$ cat src/rtl/approx_err_pkg.sv
// Shared definitions for the approximate-adder error monitor: FSM state
// encoding, default widths and accumulator width helpers.
// The optional squared-error accumulator is enabled by defining ERR_SQ_EN.
package approx_err_pkg;

    localparam int DEFAULT_W     = 26;
    localparam int DEFAULT_CNT_W = 20;

    typedef enum logic [1:0] {
        ST_IDLE  = 2'd0,
        ST_RUN   = 2'd1,
        ST_DRAIN = 2'd2,
        ST_DONE  = 2'd3
    } state_t;

    // |error| is at most 2^(W+1)-1, summed over at most 2^CNT_W-1 samples.
    function automatic int acc_width(input int w, input int cnt_w);
        return w + 1 + cnt_w;
    endfunction

    // Square of a (W+2)-bit magnitude, summed over at most 2^CNT_W-1 samples.
    function automatic int sq_width(input int w, input int cnt_w);
        return 2 * (w + 2) + cnt_w;
    endfunction

endpackage

$ cat src/rtl/approx_err_absdiff.sv
// Combinational error magnitude for one beat: rebuilds the exact sum or
// difference, subtracts it from the approximate result and returns |diff|.
// Add mode treats both values as unsigned; sub mode treats both as
// (W+1)-bit two's complement. W+2 bits hold any difference without wrap.
module approx_err_absdiff
    import approx_err_pkg::*;
#(
    parameter int W = DEFAULT_W
) (
    input  logic         add_sub,
    input  logic [W-1:0] in1,
    input  logic [W-1:0] in2,
    input  logic [W:0]   res_approx,
    output logic [W+1:0] abs_err
);

    logic        [W:0]   exact;
    logic signed [W+1:0] exact_x;
    logic signed [W+1:0] res_x;
    logic signed [W+1:0] diff;

    // Exact result, mode-dependent extension to W+2 bits, then magnitude
    always_comb begin
        exact   = '0;
        exact_x = '0;
        res_x   = '0;
        diff    = '0;
        abs_err = '0;
        if (add_sub) begin
            exact   = {1'b0, in1} - {1'b0, in2};
            exact_x = $signed({exact[W], exact});
            res_x   = $signed({res_approx[W], res_approx});
        end else begin
            exact   = {1'b0, in1} + {1'b0, in2};
            exact_x = $signed({1'b0, exact});
            res_x   = $signed({1'b0, res_approx});
        end
        diff    = res_x - exact_x;
        abs_err = diff[W+1] ? $unsigned(-diff) : $unsigned(diff);
    end

endmodule

$ cat src/rtl/approx_adder_err_monitor.sv
// In-circuit error monitor for approximate adders. Accepts operand/result
// beats over valid/ready, runs them through a two-stage pipeline and
// accumulates sample count, erroneous-sample count, sum of |error| and
// max |error| over a programmed number of samples.
// Define ERR_SQ_EN to add the err_sq_sum output (sum of |error|^2).
module approx_adder_err_monitor
    import approx_err_pkg::*;
#(
    parameter int W     = DEFAULT_W,
    parameter int CNT_W = DEFAULT_CNT_W,
`ifdef ERR_SQ_EN
    localparam int SQ_W = sq_width(W, CNT_W),
`endif
    localparam int ACC_W = acc_width(W, CNT_W)
) (
    input  logic             clk,
    input  logic             rst_n,
    input  logic             start,
    input  logic [CNT_W-1:0] n_samples,
    input  logic             in_valid,
    output logic             in_ready,
    input  logic             add_sub,
    input  logic [W-1:0]     in1,
    input  logic [W-1:0]     in2,
    input  logic [W:0]       res_approx,
    output logic             busy,
    output logic             done,
    output logic [CNT_W-1:0] sample_cnt,
    output logic [CNT_W-1:0] err_cnt,
    output logic [ACC_W-1:0] err_sum,
`ifdef ERR_SQ_EN
    output logic [SQ_W-1:0]  err_sq_sum,
`endif
    output logic [W+1:0]     err_max
);

    state_t           state;
    logic [CNT_W-1:0] n_q;
    logic [CNT_W-1:0] acc_cnt;
    logic             accept;
    logic             start_ok;

    logic             vld_p1;
    logic             add_sub_p1;
    logic [W-1:0]     in1_p1;
    logic [W-1:0]     in2_p1;
    logic [W:0]       res_p1;
    logic [W+1:0]     abs_p1;

    logic             vld_p2;
    logic [W+1:0]     abs_p2;

    // Beats are taken only while the run still owes samples.
    assign in_ready = (state == ST_RUN) && (acc_cnt < n_q);
    assign accept   = in_valid && in_ready;
    assign start_ok = start && ((state == ST_IDLE) || (state == ST_DONE));

    // Run control: sequencing, accepted-beat count and registered busy/done
    always_ff @(posedge clk) begin
        if (!rst_n) begin
            state   <= ST_IDLE;
            busy    <= 1'b0;
            done    <= 1'b0;
            n_q     <= '0;
            acc_cnt <= '0;
        end else begin
            done <= 1'b0;
            case (state)
                ST_IDLE, ST_DONE: begin
                    if (start) begin
                        state   <= ST_RUN;
                        busy    <= 1'b1;
                        n_q     <= n_samples;
                        acc_cnt <= '0;
                    end
                end
                ST_RUN: begin
                    if (accept) begin
                        acc_cnt <= acc_cnt + CNT_W'(1);
                    end
                    if (acc_cnt == n_q) begin
                        state <= ST_DRAIN;
                    end
                end
                ST_DRAIN: begin
                    if (!vld_p1 && !vld_p2) begin
                        state <= ST_DONE;
                        busy  <= 1'b0;
                        done  <= 1'b1;
                    end
                end
                default: begin
                    state <= ST_IDLE;
                    busy  <= 1'b0;
                end
            endcase
        end
    end

    // Pipeline occupancy flags; reset empties both stages
    always_ff @(posedge clk) begin
        if (!rst_n) begin
            vld_p1 <= 1'b0;
            vld_p2 <= 1'b0;
        end else begin
            vld_p1 <= accept;
            vld_p2 <= vld_p1;
        end
    end

    // ---- S1: registered beat, exact result and error magnitude ----
    // Beat capture; data is qualified by vld_p1 and needs no reset
    always_ff @(posedge clk) begin
        if (accept) begin
            add_sub_p1 <= add_sub;
            in1_p1     <= in1;
            in2_p1     <= in2;
            res_p1     <= res_approx;
        end
    end

    approx_err_absdiff #(
        .W (W)
    ) u_absdiff (
        .add_sub    (add_sub_p1),
        .in1        (in1_p1),
        .in2        (in2_p1),
        .res_approx (res_p1),
        .abs_err    (abs_p1)
    );

    // ---- S2: registered |error| feeding the accumulators ----
    // Magnitude capture; qualified by vld_p2
    always_ff @(posedge clk) begin
        if (vld_p1) begin
            abs_p2 <= abs_p1;
        end
    end

`ifdef ERR_SQ_EN
    localparam int PROD_W = 2 * (W + 2);
    logic [PROD_W-1:0] sq_p2;
    assign sq_p2 = PROD_W'(abs_p2) * PROD_W'(abs_p2);
`endif

    // Statistics: cleared by reset or an accepted start, updated per S2 beat
    always_ff @(posedge clk) begin
        if (!rst_n || start_ok) begin
            sample_cnt <= '0;
            err_cnt    <= '0;
            err_sum    <= '0;
            err_max    <= '0;
`ifdef ERR_SQ_EN
            err_sq_sum <= '0;
`endif
        end else if (vld_p2) begin
            sample_cnt <= sample_cnt + CNT_W'(1);
            if (abs_p2 != '0) begin
                err_cnt <= err_cnt + CNT_W'(1);
            end
            err_sum <= err_sum + ACC_W'(abs_p2);
            if (abs_p2 > err_max) begin
                err_max <= abs_p2;
            end
`ifdef ERR_SQ_EN
            err_sq_sum <= err_sq_sum + SQ_W'(sq_p2);
`endif
        end
    end

endmodule
$ cat config.mk
export PLATFORM = sky130hd
export DESIGN_NAME = approx_adder_err_monitor
export DESIGN_NICKNAME = d
export VERILOG_FILES = /design/src/rtl/approx_err_pkg.sv /design/src/rtl/approx_err_absdiff.sv /design/src/rtl/approx_adder_err_monitor.sv
export SDC_FILE = /design/constraint.sdc
export NUM_CORES = 1
export LEC_CHECK = 0
export CAP_MARGIN = 0
export CORE_MARGIN = 8
export CORE_UTILIZATION = 50
export DETAILED_ROUTE_END_ITERATION = 10
export DONT_BUFFER_PORTS = 1
export PLACE_DENSITY = 0.75
export SLEW_MARGIN = 20
export SYNTH_ARGS = -nofsm -noshare
export SYNTH_HDL_FRONTEND = slang
export SYNTH_SLANG_ARGS = --single-unit
$ cat constraint.sdc
create_clock -name clk -period 6 [get_ports clk]
set_input_delay 1.8 -clock clk [delete_from_list [all_inputs] [get_ports clk]]
set_output_delay 1.8 -clock clk [all_outputs]
set_load 0.03 [all_outputs]
==> results.json <==
{
  "cts_tree": "yes",
  "routabilityCongestion": 0.921,
  "rsz0062_at_grt": "no",
  "fin_crit_ps": 5660,
  "fmax_ghz": 0.177,
  "crit_type": "flop to flop",
  "routed_wl_um": 39900,
  "htreeDepth": 1,
  "post_cts_buffers": 0,
  "postSynthRegisterBits": 269,
  "min_period_over_period_pct": 94.4,
  "max_cap_violations": 0,
  "cp.required_ps": 6310,
  "syn_area_sq_um": 16800,
  "power_density_nw_per_um2": 444,
  "nets": 2129,
  "synth_area_leaders": "edfxtp_1 (19%), dfxtp_1 (19%), ha_1 (12%)",
  "cts_resized": 0,
  "vias": 13300,
  "antennaDiodeCount": 0,
  "critPathCaptureType": "flop",
  "io_pins": 222,
  "synth_top_area_share_pct": 19.3,
  "slowest_stage": "or4_4",
  "max_slew_margin_pct": 28.3,
  "ys.flop_type": "dfxtp_1",
  "clk_pin_slew_ps": 60,
  "drtAntennaViolNets": 0,
  "initial_utilization_pct": 50.5,
  "synthCells": 1878,
  "hold_class": "flop to flop",
  "worstPathCellList": "ha_1, nand2b_1, a21o_1, a21oi_1, nor2_1, a21oi_1, nor2_1, o31ai_1, nand2_1, o31a_1, xnor2_1, ha_1, a21oi_1, o21ai_0, a221oi_2, o21a_1, xor2_1, or3b_4, or4_4, o41ai_2, xnor2_1",
  "slowest_delay_ps": 570,
  "p_leak_nw": 7.31,
  "syn2layout_area_growth_pct": 8.67,
  "layout-drive-gt1-share_pct": 4.94,
  "routed_via_density": 5.70,
  "path_buf_inv": 0,
  "synth_edf_count": 108,
  "numCtsBuffers": 29,
  "fin_setup_tns_ps": 0,
  "ys_async_sr_fraction_pct": 0,
  "maxSlewViolCount": 0,
  "hpwl_um": 31100,
  "hold_buffers": 0,
  "cts-root-buf": "clkbuf_16",
  "dieArea_sq_um": 39700,
  "clock_latency_ps": 570,
  "syn-num-nets": 2148,
  "track_usage_pct": 19.3,
  "yosysSeqAreaShare_pct": 38.5,
  "worstMarginPinSlew_ps": 1070,
  "drt_iter0_drc": 858,
  "grt_pass1_wl_um": 63500,
  "synth_area_leader_cell": "edfxtp_1",
  "drt-pass1-iter-count": 5,
  "numClockSinks": 269,
  "p_total_mw": 8.10,
  "path_max_fanout": 7,
  "cp.arrival_ps": 5970,
  "finalHoldViolations": 0,
  "setup_violations": 0,
  "fin_skew_ps": 13.0,
  "run_status": "finished, final reports clean",
  "core_sq_um": 33300,
  "cpLargestDelayFamily": "compound AO/OA/AOI/OAI gates",
  "rows": 67,
  "io_buffers": 0,
  "synth.distinct_cells": 74,
  "cp-start-kind": "flop",
  "irDropWorstVdd_mv": 0.280,
  "wire_per_inst_um": 17.1,
  "grt_start_max_net_pins": 69,
  "die_w_um": 199,
  "cp_common_cell": "a21oi_1",
  "avgSynthCellArea_sq_um": 8.95,
  "grt.overflow.total": 0,
  "dieHeight_um": 199,
  "grt_pass1_vias": 13000,
  "drc": 0,
  "antenna_found_initial": 2,
  "yosys_warnings": 0,
  "clock_path_buffers": 3
}
==> final cells by class <==
cell class | instances | area, sq um
multi-input cells | 1399 | 9590
clock inverters | 18 | 184
well taps | 448 | 561
fillers | 2962 | 15000
flip-flops and latches | 269 | 6470
repair buffers | 10 | 75.1
inverters | 150 | 571
clock buffers | 36 | 812
==> synthesized netlist by cell type (35+ instances only) <==
library cell  instances
edfxtp_1            108
mux2i_1              51
dfxtp_1             161
a21oi_1             157
nand3_1              43
ha_1                162
xnor2_1              89
clkbuf_1             51
inv_1               148
nand2_1             156
o21ai_0              81
xor2_1               55
a21o_1               50
nor2_1              187
nor3_1               35
and3_1               38
==> placed cells by master (no fill, tap or decap), types with 6 or more instances in the layout <==
| cell | instances |
|---|---|
| xnor2_1 | 88 |
| nor3_1 | 34 |
| a21o_1 | 50 |
| nand3_1 | 43 |
| clkbuf_8 | 6 |
| and2_1 | 11 |
| a21boi_0 | 24 |
| o211ai_1 | 17 |
| nand2_1 | 155 |
| a21oi_1 | 154 |
| o21ai_0 | 79 |
| xor2_1 | 55 |
| o21ai_1 | 10 |
| clkinv_2 | 7 |
| ha_1 | 162 |
| mux2i_1 | 51 |
| buf_4 | 10 |
| edfxtp_1 | 108 |
| nor2_1 | 187 |
| inv_1 | 147 |
| and3_1 | 38 |
| o21bai_1 | 12 |
| or3_1 | 18 |
| nor4_1 | 14 |
| o31ai_1 | 14 |
| clkbuf_16 | 29 |
| a211oi_1 | 12 |
| dfxtp_1 | 160 |
| nand2b_1 | 12 |
| o21a_1 | 20 |
| or2_2 | 7 |
| nand4_1 | 26 |
| nor2b_1 | 15 |
==> kinds of logic after synthesis <==
family | count (synthesis) | share of synthesized area (%)
buffers and inverters | 210 | 4.73
adder cells (fa/ha/maj) | 166 | 12.5
multiplexers | 52 | 3.10
flip-flops | 269 | 38.5
AO/OA/AOI/OAI | 453 | 17.2
XOR/XNOR | 145 | 7.60
AND/OR/NAND/NOR | 583 | 16.3
==> report_power, final <==
group / switching (mW) / internal (mW) / total (mW)
clock: 0.744 / 1.09 / 1.83
combinational: 2.26 / 1.52 / 3.78
sequential: 0.193 / 2.29 / 2.49
==> routing by layer <==
| metal | up-vias | global-route usage [%] | routed length, um |
|---|---|---|---|
| met5 | - | 0 | 22 |
| met4 | 4 | 6.73 | 1250 |
| met3 | 81 | 5.17 | 3300 |
| met2 | 378 | 32.8 | 18400 |
| met1 | 6219 | 23.4 | 17000 |
| li1 | 6603 | - | - |
==> metrics by stage <==
step	utilization (%)	setup slack (ps)	cell area [sq um]	hold WS [ps]	instances
floorplan	-	-211	16800	443	1878
global placement	51.8	457	17200	456	2276
detailed placement	51.8	326	17200	459	2276
CTS	54.8	303	18200	468	2330
global route	54.9	7.68	18300	480	2330
finish	54.9	335	18300	464	2330
==> worst min-delay path: cells and delay by family, from the launching register on <==
kind	cells	cell delay, ps
compound gates	1	60
simple gates	1	50
flops	1	310
==> state kept, by name, summed over array words and instances (netlist names), 20 cells and up <==
register / flops
err_sum: 47
n_q: 20
err_cnt: 20
abs_p2: 28
in2_p1: 26
sample_cnt: 20
res_p1: 27
acc_cnt: 20
err_max: 28
in1_p1: 26
==> final timing paths <==
kind                  start    endpoint  cells after the start  slack [ps]
setup / recovery  in1_p1[6]  abs_p2[25]                     21         340
hold / removal      n_q[16]     n_q[16]                      2         460
setup reg to reg  in1_p1[6]  abs_p2[25]                     21         340
hold reg to reg     n_q[16]     n_q[16]                      2         460
Power figures use the tool's default switching activity.
